$ cat src/rtl/despacha_halt_pkg.sv
// despacha_halt_pkg: shared FSM state encoding and reset PC constant for the HALT dispatcher.
// Rev 1.0
`default_nettype none
package despacha_halt_pkg;

  typedef enum logic [2:0] {
    RUN      = 3'd0,
    HALT_REQ = 3'd1,
    WAIT_ACK = 3'd2,
    FLUSH    = 3'd3,
    LOAD_PC  = 3'd4,
    BLOCKED  = 3'd5
  } state_t;

  localparam logic [31:0] C_OS_ENTRY = 32'h0000_0400;

endpackage
`default_nettype wire

$ cat src/rtl/despacha_halt_debounce_botao.sv
// debounce_botao: 2-FF synchroniser, stability counter and rising-edge pulse for a bouncy button.
// Rev 1.0
`default_nettype none
module debounce_botao #(
  parameter int DEB_CYCLES = 16
) (
  input  logic clk,
  input  logic reset_n,
  input  logic raw,
  output logic pulse
);

  localparam int CW = $clog2(DEB_CYCLES + 1);
  localparam logic [CW-1:0] C_CNT_MAX = CW'(DEB_CYCLES);

  logic          r_sync1;
  logic          r_sync2;
  logic          r_last;
  logic          r_filt;
  logic          r_pulse;
  logic [CW-1:0] r_cnt;

  always_ff @(posedge clk or negedge reset_n) begin
    if (!reset_n) begin
      r_sync1 <= 1'b0;
      r_sync2 <= 1'b0;
      r_last  <= 1'b0;
      r_filt  <= 1'b0;
      r_pulse <= 1'b0;
      r_cnt   <= '0;
    end else begin
      r_sync1 <= raw;
      r_sync2 <= r_sync1;
      r_pulse <= 1'b0;
      if (r_sync2 != r_last) begin
        r_last <= r_sync2;
        r_cnt  <= '0;
      end else if (r_cnt != C_CNT_MAX) begin
        r_cnt <= r_cnt + 1'b1;
        // Filtered level commits as the counter reaches its full window
        if (r_cnt == C_CNT_MAX - 1'b1) begin
          r_filt  <= r_last;
          r_pulse <= r_last & ~r_filt;
        end
      end
    end
  end

  assign pulse = r_pulse;

endmodule
`default_nettype wire

$ cat src/rtl/despacha_halt.sv
// despacha_halt: turns a decoded HALT into the mode-controller handshake, then flushes/reloads or parks the core.
// Rev 1.0
`default_nettype none
module despacha_halt
  import despacha_halt_pkg::*;
#(
  parameter int                ADDR_W       = 32,
  parameter logic [ADDR_W-1:0] OS_ENTRY     = ADDR_W'(C_OS_ENTRY),
  parameter int                FLUSH_CYCLES = 3,
  parameter int                ACK_TIMEOUT  = 8,
  parameter int                DEB_CYCLES   = 16
) (
  input  logic              clk,
  input  logic              reset_n,
  input  logic              halt_instr,
  input  logic              Sel_BIOS,
  input  logic              bloq_cpu,
  input  logic              resume,
  output logic              HALT,
  output logic              cpu_en,
  output logic              pc_load,
  output logic [ADDR_W-1:0] pc_load_val,
  output logic              ack_err
);

  localparam int ACK_W = $clog2(ACK_TIMEOUT + 1);
  localparam int FLS_W = $clog2(FLUSH_CYCLES + 1);
  localparam logic [ACK_W-1:0] C_ACK_LAST = ACK_W'(ACK_TIMEOUT - 1);
  localparam logic [FLS_W-1:0] C_FLS_LAST = FLS_W'(FLUSH_CYCLES - 1);

  state_t            r_state;
  logic              r_bios_q;
  logic [ACK_W-1:0]  r_ack_cnt;
  logic [FLS_W-1:0]  r_flush_cnt;
  logic              r_halt;
  logic              r_cpu_en;
  logic              r_pc_load;
  logic [ADDR_W-1:0] r_pc_load_val;
  logic              r_ack_err;
  logic              w_resume_pulse;

  debounce_botao #(
    .DEB_CYCLES(DEB_CYCLES)
  ) u_debounce (
    .clk    (clk),
    .reset_n(reset_n),
    .raw    (resume),
    .pulse  (w_resume_pulse)
  );

  // Outputs are registered alongside the state they belong to
  always_ff @(posedge clk or negedge reset_n) begin
    if (!reset_n) begin
      r_state       <= RUN;
      r_bios_q      <= 1'b0;
      r_ack_cnt     <= '0;
      r_flush_cnt   <= '0;
      r_halt        <= 1'b0;
      r_cpu_en      <= 1'b1;
      r_pc_load     <= 1'b0;
      r_pc_load_val <= '0;
      r_ack_err     <= 1'b0;
    end else begin
      r_halt        <= 1'b0;
      r_pc_load     <= 1'b0;
      r_pc_load_val <= '0;
      case (r_state)
        RUN: begin
          r_cpu_en <= 1'b1;
          if (halt_instr) begin
            r_state  <= HALT_REQ;
            r_bios_q <= Sel_BIOS;
            r_halt   <= 1'b1;
            r_cpu_en <= 1'b0;
          end
        end
        HALT_REQ: begin
          r_state   <= WAIT_ACK;
          r_ack_cnt <= '0;
          r_cpu_en  <= 1'b0;
        end
        WAIT_ACK: begin
          r_cpu_en <= 1'b0;
          if (bloq_cpu) begin
            r_state <= BLOCKED;
          end else if (Sel_BIOS != r_bios_q) begin
            r_state     <= FLUSH;
            r_flush_cnt <= '0;
          end else if (r_ack_cnt == C_ACK_LAST) begin
            r_state   <= BLOCKED;
            r_ack_err <= 1'b1;
          end else begin
            r_ack_cnt <= r_ack_cnt + 1'b1;
          end
        end
        FLUSH: begin
          r_cpu_en <= 1'b0;
          if (r_flush_cnt == C_FLS_LAST) begin
            r_state       <= LOAD_PC;
            r_pc_load     <= 1'b1;
            r_pc_load_val <= OS_ENTRY;
          end else begin
            r_flush_cnt <= r_flush_cnt + 1'b1;
          end
        end
        LOAD_PC: begin
          r_state  <= RUN;
          r_cpu_en <= 1'b1;
        end
        BLOCKED: begin
          r_cpu_en <= 1'b0;
          if (w_resume_pulse) begin
            r_state       <= LOAD_PC;
            r_pc_load     <= 1'b1;
            r_pc_load_val <= OS_ENTRY;
          end
        end
        default: begin
          r_state  <= RUN;
          r_cpu_en <= 1'b1;
        end
      endcase
    end
  end

  assign HALT        = r_halt;
  assign cpu_en      = r_cpu_en;
  assign pc_load     = r_pc_load;
  assign pc_load_val = r_pc_load_val;
  assign ack_err     = r_ack_err;

endmodule
`default_nettype wire

$ cat config.mk
export PLATFORM = sky130hd
export DESIGN_NAME = despacha_halt
export DESIGN_NICKNAME = d
export VERILOG_FILES = /design/src/rtl/despacha_halt_pkg.sv /design/src/rtl/despacha_halt_debounce_botao.sv /design/src/rtl/despacha_halt.sv
export SDC_FILE = /design/constraint.sdc
export NUM_CORES = 1
export LEC_CHECK = 0
export BUFFER_PORTS_ARGS = -buffer_cell sky130_fd_sc_hd__buf_2
export CORE_MARGIN = 5
export CORE_UTILIZATION = 30
export CTS_CLUSTER_SIZE = 8
export DETAILED_ROUTE_END_ITERATION = 16
export PLACE_DENSITY = 0.51
export SETUP_SLACK_MARGIN = 0.4
export SYNTH_ARGS = -nofsm -noshare
export SYNTH_HDL_FRONTEND = slang
export SYNTH_SLANG_ARGS = --single-unit
export TNS_END_PERCENT = 50
$ cat constraint.sdc
create_clock -name clk -period 1.49 [get_ports clk]
set_input_delay 0.149 -clock clk [delete_from_list [all_inputs] [get_ports clk]]
set_output_delay 0.149 -clock clk [all_outputs]
set_load 0.02 [all_outputs]
# Yosys cells after proc, flatten, opt, wreduce, memory -nomap -nowiden
# Cells that the tools add are included.
[classes]
add_sub_neg = 3
eq_ne = 19
bitwise_logic = 5
mux = 30
n_reduce_logical = 11
[op_table]
columns = ["cell", "count"]
rows = [
  ["$mux W11", 2],
  ["$pmux W11 S2", 1],
  ["$mux W3", 6],
  ["$reduce_and A4 Y1", 4],
  ["$pmux W3 S5", 1],
  ["$ne A2 B2 Y1 const B", 7],
  ["$mux W4", 3],
  ["$mux W5", 2],
  ["$mux W1", 8],
  ["$pmux W4 S2", 1],
  ["$eq A3 B2 Y1 const B", 2],
  ["$mux W2", 3],
  ["$reduce_bool A2 Y1", 3],
  ["$add A5 B1 Y5 const B", 1],
  ["$eq A5 B4 Y1 const B", 1],
  ["$ne A5 B5 Y1 const B", 1],
  ["$add A4 B1 Y4 const B", 1],
  ["$eq A4 B3 Y1 const B", 1],
  ["$ne A4 B4 Y1 const B", 1],
  ["$not A1 Y1", 4],
  ["$pmux W1 S2", 2],
  ["$pmux W2 S2", 1],
  ["$reduce_or A4 Y1", 1],
  ["$eq A3 B1 Y1 const B", 1],
  ["9 further kinds", 10],
]
[totals]
register_bits = 56
in_bits = 6
elab_cells = 83

# Logic depth before layout (Yosys ltp)
# Gate-level depths: netlist (run 1).
[depth]
ltp_word = 5
ltp_mapped = 7

# Cells and area by module
# Synthesis (run 1) repeated with hierarchy kept, for this count alone.
[hier_totals]
hier_cells = 148
hier_area_um2 = 1463.9
[modules_own_cells]
columns = ["module", "area_each_um2", "n_inst", "cells_each"]
rows = [
  ["despacha_halt", 1012.2, 1, 108],
  ["debounce_botao", 451.7, 1, 40],
]

# Least setup slack after synthesis (run 1)
# OpenSTA, ideal clock, no wires.
[synth_timing]
path_kind = "reg-to-reg"
start = "reg r_bios_q"
end = "reg r_state[0]"
n_path_buf = 0
path_stages_with_launch = 5
period_less_slack_ps = 1433
t_arrival_ps = 1308
slack_ps = 57
setup_ps = 125
path_cell_list = "dfrtp_1 > xor2_1 > nor4_4 > a22oi_2 > mux2_2"
[synth_via]
elab_chain_cells = 4
[synth_lines]
columns = ["element", "line_no", "source"]
rows = [
  ["start: declaration", "despacha_halt.sv:32", "logic r_bios_q;"],
  ["start signal: assignment", "despacha_halt.sv:72", "r_bios_q <= Sel_BIOS;"],
  ["$ne A1 B1 Y1 (*)", "despacha_halt.sv:86", "end else if (Sel_BIOS != r_bios_q) begin"],
  ["$mux W3", "despacha_halt.sv:86", ""],
  ["$mux W3", "despacha_halt.sv:84", "if (bloq_cpu) begin"],
  ["$pmux W3 S5", "despacha_halt.sv:67", "case (r_state)"],
  ["end signal: assignment", "despacha_halt.sv:71", "r_state <= HALT_REQ;"],
  ["end signal: assignment", "despacha_halt.sv:85", "r_state <= BLOCKED;"],
  ["end signal: assignment", "despacha_halt.sv:87", "r_state <= FLUSH;"],
  ["end: declaration", "despacha_halt.sv:31", "state_t r_state;"],
]
# Every way passes the cells marked *; elsewhere a longest branch is shown, timed or not.
# A chain may end at the register's enable or synchronous reset.

# Worst setup path after layout (run 1)
[layout_timing]
start = "reg r_ack_cnt[0]"
end = "reg r_ack_cnt[2]"
[layout_via]
elab_chain_cells = 5
[layout_lines]
columns = ["element", "line_no", "source"]
rows = [
  ["start: declaration", "despacha_halt.sv:33", "logic [ACK_W-1:0] r_ack_cnt;"],
  ["start signal: assignment", "despacha_halt.sv:93", "r_ack_cnt <= r_ack_cnt + 1'b1;"],
  ["$add A4 B1 Y4", "despacha_halt.sv:93", ""],
  ["$mux W4", "despacha_halt.sv:89", "end else if (r_ack_cnt == C_ACK_LAST) begin"],
  ["$mux W4", "despacha_halt.sv:86", ""],
  ["$mux W4", "despacha_halt.sv:84", ""],
  ["$pmux W4 S2", "despacha_halt.sv:67", ""],
]
# Several ways; a longest one is shown, not always the timed one. The select of a mux whose other input is x is not followed.

==> summary.txt, run 1 <==
Critical path
  – Setup slack, reg-to-reg: 0.02 ns
  – CP required: 1.64 ns
  – Startpoint Class: register
  – CP Capture Point: r_ack_cnt[2]$_DFFE_PN0P_
  – R2R depth: 6
  – Worst r2r src: r_ack_cnt[0]$_DFFE_PN0P_
  – Reg2reg end: r_ack_cnt[2]$_DFFE_PN0P_
  – Crit-path max FO: 5
  – WS Path Type: reg2reg
  – CP arrival: 1.63 ns
  – Critical Path End Type: register
  – Critical Path Start: r_ack_cnt[0]$_DFFE_PN0P_

Drt
  – Total wire length: 3130 µm
  – Starting DRT DRC Count: 36
  – Via/cell ratio: 4.21
  – Total number of vias: 1083
  – # DRC: 0
  – Drt first pass iters: 4
  – Routed WL per cell: 12.2 µm
  – Antenna Nets Post-Route: 0

Placement
  – Placement Cell Area: 1580 µm²
  – DPL Wire Length: 1980 µm
  – I/O Buffers: 10
  – GP Congestion: 0.754
  – DP Worst Slack: 0.0403 ns
  – Dpl cells: 236

STA
  – Max Freq: 679 MHz
  – Setup violators final: 0
  – Setup Skew: 0.00202 ns
  – Post-route setup TNS: 0 ns
  – Post-route minimum period: 1.47 ns
  – Setup ws final: 0.0166 ns
  – Hold Slack: 0.153 ns
  – RSZ-0062 raised after global routing: true
  – Final Max Tran Viols: 0
  – Final Hold Fails: 0
  – Measured slew at the worst slew-check pin: 0.564 ns
  – Final Cycle Share: 0.989
  – Max_slew headroom: 0.624

Synthesis
  – Synth unique cells: 39
  – Compound-cell area share of the yosys netlist: 0.104
  – XOR/XNOR Fraction of Synth Area: 0.0357
  – Sequential-to-total area share from yosys stat: 0.409
  – Largest family of logic cells by synthesized area: buffers and inverters
  – Number of synthesized flops with an enable pin: 0
  – Ys async rst share: 1.00
  – Post-Syn Area per Cell: 9.67 µm²
  – Mapped Area: 1470 µm²
  – Mux cell area share after synthesis: 0.0306
  – Post-synthesis cell count: 152
  – Top FF cell, synth: dfrtp_1
  – Synthesized flop and latch total: 24
  – Adder-Cell Fraction of Synth Area: 0.0426
  – Post-synthesis simple-gate area fraction: 0.174
  – Syn. warnings: 0

Clocking
  – Clk buf depth: 2
  – Clock transition at path regs: 0.09 ns
  – Sink Count: 24
  – H-tree levels: 1
  – CTS tree: yes
  – Worst skew pair latency: 0.27 ns
  – Root Buffer Master: clkbuf_8
  – Number of buffers created by CTS: 3

Power and ir drop
  – Seq pwr share: 0.311
  – Worst vdd rail ir drop: 0.732 mV
  – Leak: 0.904 nW
  – Net Sw Frac: 0.363
  – Pwr Density: 1600 nW/µm²
  – Gate power share: 0.509
  – Total internal power: 2.05 mW
  – Sw power: 1.17 mW
  – Clk network pwr share: 0.180

Hold path
  – Hold crit path type: in2reg

Global route
  – Total congestion overflow: 0
  – Pin count of the biggest net entering global routing: 25
  – First-pass GRT wire length: 4840 µm
  – Initial antenna violation count: 0
  – Vias in the first global route: 1049
  – GRT Total Usage: 0.0947

Floorplan
  – Core region area: 4750 µm²
  – Initial Util: 0.309
  – # IOs: 42
  – Die width: 80.0 µm
  – Row cnt: 25
  – Die area: 6400 µm²
  – Die Y: 80.0 µm

Run status
  – Status: finished, final reports clean

Layout
  – Area growth from synthesis to layout: 36.9%
  – Leading cell types in the layout, fill and taps excluded: conb_1, buf_4, dfrtp_1, buf_2, nand2_1
  – Share of layout cells above drive strength 1: 0.479
  – Post-Layout Cell Count: 257
  – Commonest non-fill, non-tap cell in the layout: conb_1
  – Post-route cell area: 2010 µm²
  – ANT cells: 0
  – Final nets: 202

Run
  – Max cap viols: 0
## sequential cells by signal, indices dropped and copies added, names as in the netlist
register and flops:
u_debounce.r_cnt 5, u_debounce.r_filt 1, u_debounce.r_sync2 1, r_ack_cnt 4
cpu_en 1, u_debounce.pulse 1, r_state 3, HALT 1
pc_load_val 1, ack_err 1, r_flush_cnt 2, r_bios_q 1
u_debounce.r_sync1 1, u_debounce.r_last 1
## Yosys cell counts, drive strengths merged, types with 3 or more instances
cell	n	area share
a21oi	10	0.034
buf	34	0.17
clkbuf	3	0.0077
dfrtp	23	0.39
ha	5	0.043
inv	9	0.023
mux2	4	0.031
nand2	8	0.020
nand3	4	0.014
nand3b	3	0.015
nor2	7	0.018
nor2b	3	0.013
o21ai	6	0.020
xnor2	3	0.018
xor2	3	0.018
## worst min path at each step
stage | startpoint | end | depth (start not counted)
floorplan | reset_n | HALT$_DFF_PN0_ | 0
global placement | reset_n | r_state[1]$_DFFE_PN0P_ | 1
detailed placement | reset_n | pc_load_val[10]$_DFF_PN0_ | 1
CTS | halt_instr | cpu_en$_DFF_PN1_ | 3
global route | halt_instr | cpu_en$_DFF_PN1_ | 3
finish | halt_instr | cpu_en$_DFF_PN1_ | 3
## timing repair
action / 4_1_cts / 5_1_grt
resized for setup: 15 / 40
pin swaps: 9 / 18
endpoints found under the setup margin: 20 / 21
hold buffers: 2 / 0
endpoints found under the hold margin: 24 / 0
buffers inserted: 9 / 6
## critical path, stage by stage (launching register included)
cell and delay [ns]:
dfrtp_1 0.39, ha_2 0.19, nand3b_1 0.19, buf_4 0.17, a21oi_4 0.06, o31ai_2 0.26
o21ai_1 0.10
## metal layers
metal	global-route usage	vias up	part of all wire	wire (µm)
li1	-	523	-	-
met1	0.119	531	0.40	1250
met2	0.158	25	0.54	1690
met3	0.0293	4	0.053	166
met4	0.0203	0	0.0086	27
met5	0	-	0	0
## final cells by class
| class | instances | area, µm² |
|---|---|---|
| Clock inverter | 1 | 30.0 |
| Fill cell | 481 | 2740 |
| Clock buffer | 3 | 41.3 |
| Timing Repair Buffer | 41 | 313 |
| Tap cell | 67 | 83.8 |
| Inverter | 9 | 33.8 |
| Sequential cell | 24 | 607 |
| Multi-Input combinational cell | 112 | 905 |
## power by group through the flow
stage	logic [mW]	registers (mW)	clock network [mW]
6_report	1.63	0.998	0.579
5_1_grt	1.79	1.02	0.627
4_1_cts	1.36	0.972	0.606
3_5_place_dp	1.12	0.977	0
3_3_place_gp	1.13	0.978	0
2_1_floorplan	0.841	0.984	0
## cell families after synthesis
logic type	Yosys count
AO/OA/AOI/OAI	25
XOR/XNOR	6
adder cells (fa/ha/maj)	5
buffers and inverters	46
flip-flops	24
multiplexers	4
other	1
AND/OR/NAND/NOR	41
## metrics by stage
step	utilization	total power, mW
after floorplan	-	1.82
after global placement	0.332	2.11
after detailed placement	0.332	2.10
after CTS	0.377	2.94
after global routing	0.423	3.44
final	0.423	3.21
No activity file was read; power rests on OpenSTA's default activity.
==> run 2: changes to the inputs <==
--- a/config.mk
+++ b/config.mk
@@ -11,7 +11,6 @@
 export CTS_CLUSTER_SIZE = 8
 export DETAILED_ROUTE_END_ITERATION = 16
 export PLACE_DENSITY = 0.51
-export SETUP_SLACK_MARGIN = 0.4
 export SYNTH_ARGS = -nofsm -noshare
 export SYNTH_HDL_FRONTEND = slang
 export SYNTH_SLANG_ARGS = --single-unit
==> summary.txt, run 2 (synthesis results as in run 1) <==
Layout
  – Fillcell total: 498
  – Post-Layout Cell Count: 246
  – Final nets: 191
  – Top reg by flops: u_debounce.r_cnt
  – Leading cell types in the layout, fill and taps excluded: conb_1, dfrtp_1, buf_4, buf_2, a21oi_1
  – Max reg flops: 5
  – Area growth from synthesis to layout: 20.3%
  – Top flop regs: u_debounce.r_cnt: 5 flops, r_ack_cnt: 4 flops, r_state: 3 flops
  – Final Util: 0.372
  – Area occupied by multi-input gates: 746 µm²
  – Share of layout cells above drive strength 1: 0.302
  – ANT cells: 0
  – Post-route cell area: 1770 µm²
  – Commonest non-fill, non-tap cell in the layout: conb_1
  – FF+latch area: 604 µm²

Power and ir drop
  – Leak: 0.835 nW
  – Overall Power: 2.89 mW
  – Worst vdd rail ir drop: 0.510 mV
  – Pwr Density: 1630 nW/µm²

Placement
  – GP Congestion: 0.731
  – I/O Buffers: 10
  – Dpl cells: 239
  – DPL Wire Length: 2010 µm
  – Placement Cell Area: 1610 µm²

Floorplan
  – # IOs: 42
  – Core region area: 4750 µm²
  – Row cnt: 25
  – Die area: 6400 µm²
  – Die width: 80.0 µm
  – Die Y: 80.0 µm
  – Initial Util: 0.309

Critical path
  – Critical Path Start: r_ack_cnt[1]$_DFFE_PN0P_
  – Startpoint Class: register
  – Largest delay share family, worst path: flip-flops
  – CP arrival: 1.61 ns
  – Slowest cell on the critical path: dfrtp_1
  – WP buf/inv: 0
  – Worst r2r src: r_ack_cnt[1]$_DFFE_PN0P_
  – Critical Path End Type: register
  – WS Path Type: reg2reg
  – CP required: 1.65 ns
  – CP peak stage delay: 0.37 ns
  – Crit-path max FO: 5
  – Worst path cell trace: ha_2 -> nand3b_1 -> a22oi_2 -> mux2_2

Clocking
  – Worst skew pair latency: 0.27 ns
  – Clk buf depth: 2
  – Sink Count: 24
  – Number of buffers created by CTS: 3
  – CTS tree: yes
  – H-tree levels: 1
  – Root Buffer Master: clkbuf_8
  – Clock transition at path regs: 0.09 ns

Drt
  – # DRC: 0
  – Antenna Nets Post-Route: 0
  – Drt first pass iters: 4
  – Starting DRT DRC Count: 77
  – Routed WL per cell: 11.1 µm
  – Via/cell ratio: 4.07
  – Total number of vias: 1000
  – Total wire length: 2730 µm

STA
  – Final Max Tran Viols: 0
  – Final Cycle Share: 0.971
  – RSZ-0062 raised after global routing: true
  – Post-route minimum period: 1.45 ns
  – Max Freq: 691 MHz
  – Max_slew headroom: 0.638
  – Setup violators final: 0
  – Measured slew at the worst slew-check pin: 0.542 ns
  – Final Hold Fails: 0
  – Setup Skew: 0.00165 ns

Global route
  – GRT Total Usage: 0.0876
  – Pin count of the biggest net entering global routing: 25
  – Vias in the first global route: 964
  – Initial antenna violation count: 0
  – Total congestion overflow: 0
  – First-pass GRT wire length: 4440 µm

Hold path
  – Min-delay src: halt_instr
  – Hold crit path type: in2reg

Run
  – Max cap viols: 0

Run status
  – Status: finished, final reports clean
-- run 2: cell types whose count changed in the layout (fill, tap and decap cells not counted), moves of 3 or more --
cell / change
a21oi_2: -4
buf_6: -6
ha_1: +3
o21ai_0: +3
o21ai_1: -3
inv_1: +3
buf_4: -8
a21oi_1: +5
inv_2: -3
-- run 2: worst min-delay path, cell delays in order --
cell,delay (ns)
buf_2,0.10
nor2_1,0.04
a2bb2oi_1,0.12
-- run 2: timing repair --
item / CTS / global route
gates resized for setup: 1 / 13
hold endpoints to repair: 24 / 0
hold buffers: 2 / 0
pin swaps: 0 / 0
setup buffers: 0 / 1
endpoints found under the setup margin: 1 / 10
-- run 2: path summary, 6_finish.rpt --
kind | slack [ns] | to | cells after the start
min reg2reg | 0.35 | u_debounce.r_sync2$_DFF_PN0_ | 0
max in group asynchronous | 0.72 | r_state[1]$_DFFE_PN0P_ | 2
max reg2reg | 0.04 | r_state[0]$_DFFE_PN0P_ | 4
min in group asynchronous | 0.39 | u_debounce.r_sync1$_DFF_PN0_ | 2
min | 0.14 | cpu_en$_DFF_PN1_ | 3
max | 0.04 | r_state[0]$_DFFE_PN0P_ | 4
-- run 2: power breakdown --
part	leakage (nW)	internal [mW]	switching (mW)
registers	0.307	0.821	0.130
clock network	0.0357	0.359	0.217
logic	0.492	0.688	0.677
total	0.835	1.87	1.02
-- run 2: cell type report --
type | count | share of cell area
timing repair buffer | 30 | 0.130
multi-input combinational | 112 | 0.421
clock inverter | 1 | 0.0170
tap | 67 | 0.0474
inverter | 9 | 0.0191
sequential | 24 | 0.342
clock buffer | 3 | 0.0233
-- run 2: stage by stage --
| stage | worst slack, ns | hold slack, ns | setup TNS (ns) |
|---|---|---|---|
| floorplan | 0.0568 | -0.147 | 0 |
| detailed placement | -0.0144 | 0.171 | -0.0144 |
| global placement | -0.0203 | 0.175 | -0.0203 |
| CTS | 0.0225 | 0.133 | 0 |
| finish | 0.0431 | 0.144 | 0 |
| global route | -0.0349 | 0.138 | -0.0828 |
-- run 2: layer usage --
layer,global-route usage,vias to the layer above,wire length [µm]
met1,0.112,473,1270
met4,0.0101,0,0
met2,0.143,21,1290
met5,0,-,0
li1,-,506,-
met3,0.0350,0,167
==> run 3: changes to the inputs <==
--- a/config.mk
+++ b/config.mk
@@ -5,6 +5,7 @@
 export SDC_FILE = /design/constraint.sdc
 export NUM_CORES = 1
 export LEC_CHECK = 0
+export ABC_AREA = 1
 export BUFFER_PORTS_ARGS = -buffer_cell sky130_fd_sc_hd__buf_2
 export CORE_MARGIN = 5
 export CORE_UTILIZATION = 30
==> summary.txt, run 3 <==
Floorplan
  – # IOs: 42
  – Initial Util: 0.304
  – Core region area: 4660 µm²
  – Die area: 6200 µm²
  – Row cnt: 25
  – Die Y: 78.7 µm
  – Die width: 78.7 µm

Global route
  – Total congestion overflow: 0
  – First-pass GRT wire length: 3860 µm
  – GRT Total Usage: 0.0783
  – Vias in the first global route: 869
  – Initial antenna violation count: 0
  – Pin count of the biggest net entering global routing: 25

Critical path
  – CP peak stage delay: 0.41 ns
  – Crit-path max FO: 5
  – Setup slack, reg-to-reg: 0.18 ns
  – Critical Path End Type: register
  – CP required: 1.65 ns
  – Critical Path Most Common Cell: nand2_1
  – Worst path cell trace: ha_1 -> nand2_1 -> nor2_1 -> o21ai_1 -> nand2_2 -> nand2_1 -> o21ai_2
  – Startpoint Class: register
  – WS Path Type: reg2reg
  – CP arrival: 1.46 ns
  – Slowest cell on the critical path: dfrtp_1

STA
  – Max Freq: 766 MHz
  – Post-route setup TNS: 0 ns
  – Final Hold Fails: 0
  – Final Max Tran Viols: 0
  – Post-route minimum period: 1.31 ns
  – Max_slew headroom: 0.633
  – Final Cycle Share: 0.876
  – Setup violators final: 0
  – Setup Skew: 0.00761 ns
  – RSZ-0062 raised after global routing: false
  – Measured slew at the worst slew-check pin: 0.551 ns

Clocking
  – Number of gates resized after cts: 0
  – CTS tree: yes
  – Root Buffer Master: clkbuf_8
  – Number of buffers created by CTS: 3
  – Setup Buffers After CTS: 0
  – Sink Count: 24
  – Clock transition at path regs: 0.09 ns
  – Clk buf depth: 2
  – Worst skew pair latency: 0.27 ns
  – H-tree levels: 1

Power and ir drop
  – Worst vdd rail ir drop: 0.511 mV
  – Leak: 0.818 nW
  – Pwr Density: 1490 nW/µm²

Drt
  – Total number of vias: 960
  – Routed WL per cell: 9.50 µm
  – Via/cell ratio: 4.03
  – Total wire length: 2260 µm
  – # DRC: 0
  – Drt first pass iters: 4
  – Starting DRT DRC Count: 20
  – Antenna Nets Post-Route: 0

Placement
  – Placement Cell Area: 1410 µm²
  – I/O Buffers: 10
  – DPL Wire Length: 1800 µm
  – GP Congestion: 0.818

Synthesis
  – Synth unique cells: 26
  – Biggest area consumer among synthesized cells: dfrtp_1
  – Post-synth top cells: nand2_1, buf_4, dfrtp_1
  – Post-synthesis simple-gate area fraction: 0.231
  – Mux cell area share after synthesis: 0
  – Mapped Area: 1420 µm²
  – Synthesized flop and latch total: 24
  – Adder-Cell Fraction of Synth Area: 0.0441
  – Top-count cell post-synth: nand2_1
  – Synth area leaders: dfrtp_1, buf_4, nand2_1
  – XOR/XNOR Fraction of Synth Area: 0.0238
  – Syn. warnings: 0
  – Compound-cell area share of the yosys netlist: 0.0512
  – Largest family of logic cells by synthesized area: simple AND/OR/NAND/NOR gates
  – Top FF cell, synth: dfrtp_1
  – Post-Syn Area per Cell: 8.34 µm²
  – Post-synthesis cell count: 170
  – Number of synthesized flops with an enable pin: 0
  – Sequential-to-total area share from yosys stat: 0.425
  – Top cell type's share of synthesized area: 0.406
  – Ys async rst share: 1.00

Layout
  – Post-route cell area: 1500 µm²
  – Top flop regs: u_debounce.r_cnt: 5 flops, r_ack_cnt: 4 flops, r_state: 3 flops
  – Commonest non-fill, non-tap cell in the layout: nand2_1
  – Area growth from synthesis to layout: 6.00%
  – ANT cells: 0
  – Share of layout cells above drive strength 1: 0.158
  – Fillcell total: 511
  – Top reg by flops: u_debounce.r_cnt
  – Leading cell types in the layout, fill and taps excluded: nand2_1, conb_1, dfrtp_1, inv_1, nand3_1
  – Final nets: 196
  – Max reg flops: 5
  – Final Util: 0.322
  – FF+latch area: 602 µm²
  – Area occupied by multi-input gates: 613 µm²

Run
  – Max cap viols: 0

Run status
  – Status: finished, final reports clean

Hold path
  – Hold crit path type: in2reg
[run 3: metrics by stage]
step	hold slack (ns)	power, mW	worst slack (ns)	cells
CTS	0.0539	2.27	0.168	238
finish	0.0628	2.23	0.184	238
detailed placement	0.174	1.68	0.173	232
global placement	0.169	1.68	0.212	232
global route	0.0662	2.44	0.0316	238
floorplan	-0.147	1.57	0.287	200
[run 3: metal layers]
layer,share of wire,vias to the layer above,GRT usage,routed length (µm)
met2,0.41,28,0.105,935
met4,0.012,0,0.0420,27
li1,-,498,-,-
met1,0.54,432,0.117,1210
met3,0.039,2,0.0136,88
met5,0,-,0,0
[run 3: worst paths after layout]
| kind | endpoint | cells after the start | start |
|---|---|---|---|
| worst max-delay path | r_ack_cnt[2]$_DFFE_PN0P_ | 7 | r_ack_cnt[0]$_DFFE_PN0P_ |
| worst min register to register | u_debounce.r_sync2$_DFF_PN0_ | 0 | u_debounce.r_sync1$_DFF_PN0_ |
| worst min-delay path | cpu_en$_DFF_PN1_ | 2 | halt_instr |
| worst max register to register | r_ack_cnt[2]$_DFFE_PN0P_ | 7 | r_ack_cnt[0]$_DFFE_PN0P_ |
| max in group asynchronous | r_state[2]$_DFFE_PN0P_ | 2 | reset_n |
| min in group asynchronous | HALT$_DFF_PN0_ | 2 | reset_n |
[run 3: critical path: cells and delay by family (launching register included)]
family / cells / cell delay (ns)
AO/OA/AOI/OAI: 2 / 0.21
adder cells (fa/ha/maj): 1 / 0.23
flip-flops: 1 / 0.41
AND/OR/NAND/NOR: 4 / 0.35
[run 3: final cells by class]
class | instances | area share
inverter | 19 | 0.0475
tap | 54 | 0.0450
timing repair buffer | 13 | 0.0516
multi-input combinational | 124 | 0.408
clock inverter | 1 | 0.0200
clock buffer | 3 | 0.0275
sequential | 24 | 0.400
[run 3: report_power, final]
| part | switching [mW] | internal, mW | total [mW] | leakage (nW) |
|---|---|---|---|---|
| Combinational | 0.515 | 0.243 | 0.758 | 0.470 |
| Clock | 0.212 | 0.359 | 0.571 | 0.0357 |
| Sequential | 0.113 | 0.790 | 0.903 | 0.312 |
| Total | 0.841 | 1.39 | 2.23 | 0.818 |
[run 3: cells by family (layout without fill, tap and decap cells)]
kind of cell             after synthesis  after routing
AO/OA/AOI/OAI                         12             12
XOR/XNOR                               3              3
adder cells (fa/ha/maj)                5              5
buffers and inverters                 52             36
flip-flops                            24             24
other                                  1             31
AND/OR/NAND/NOR                       73             73
[run 3: repair_timing]
action	4_1_cts	5_1_grt
hold endpoints to repair	24	0
hold buffers	2	0
endpoints found under the setup margin	0	0
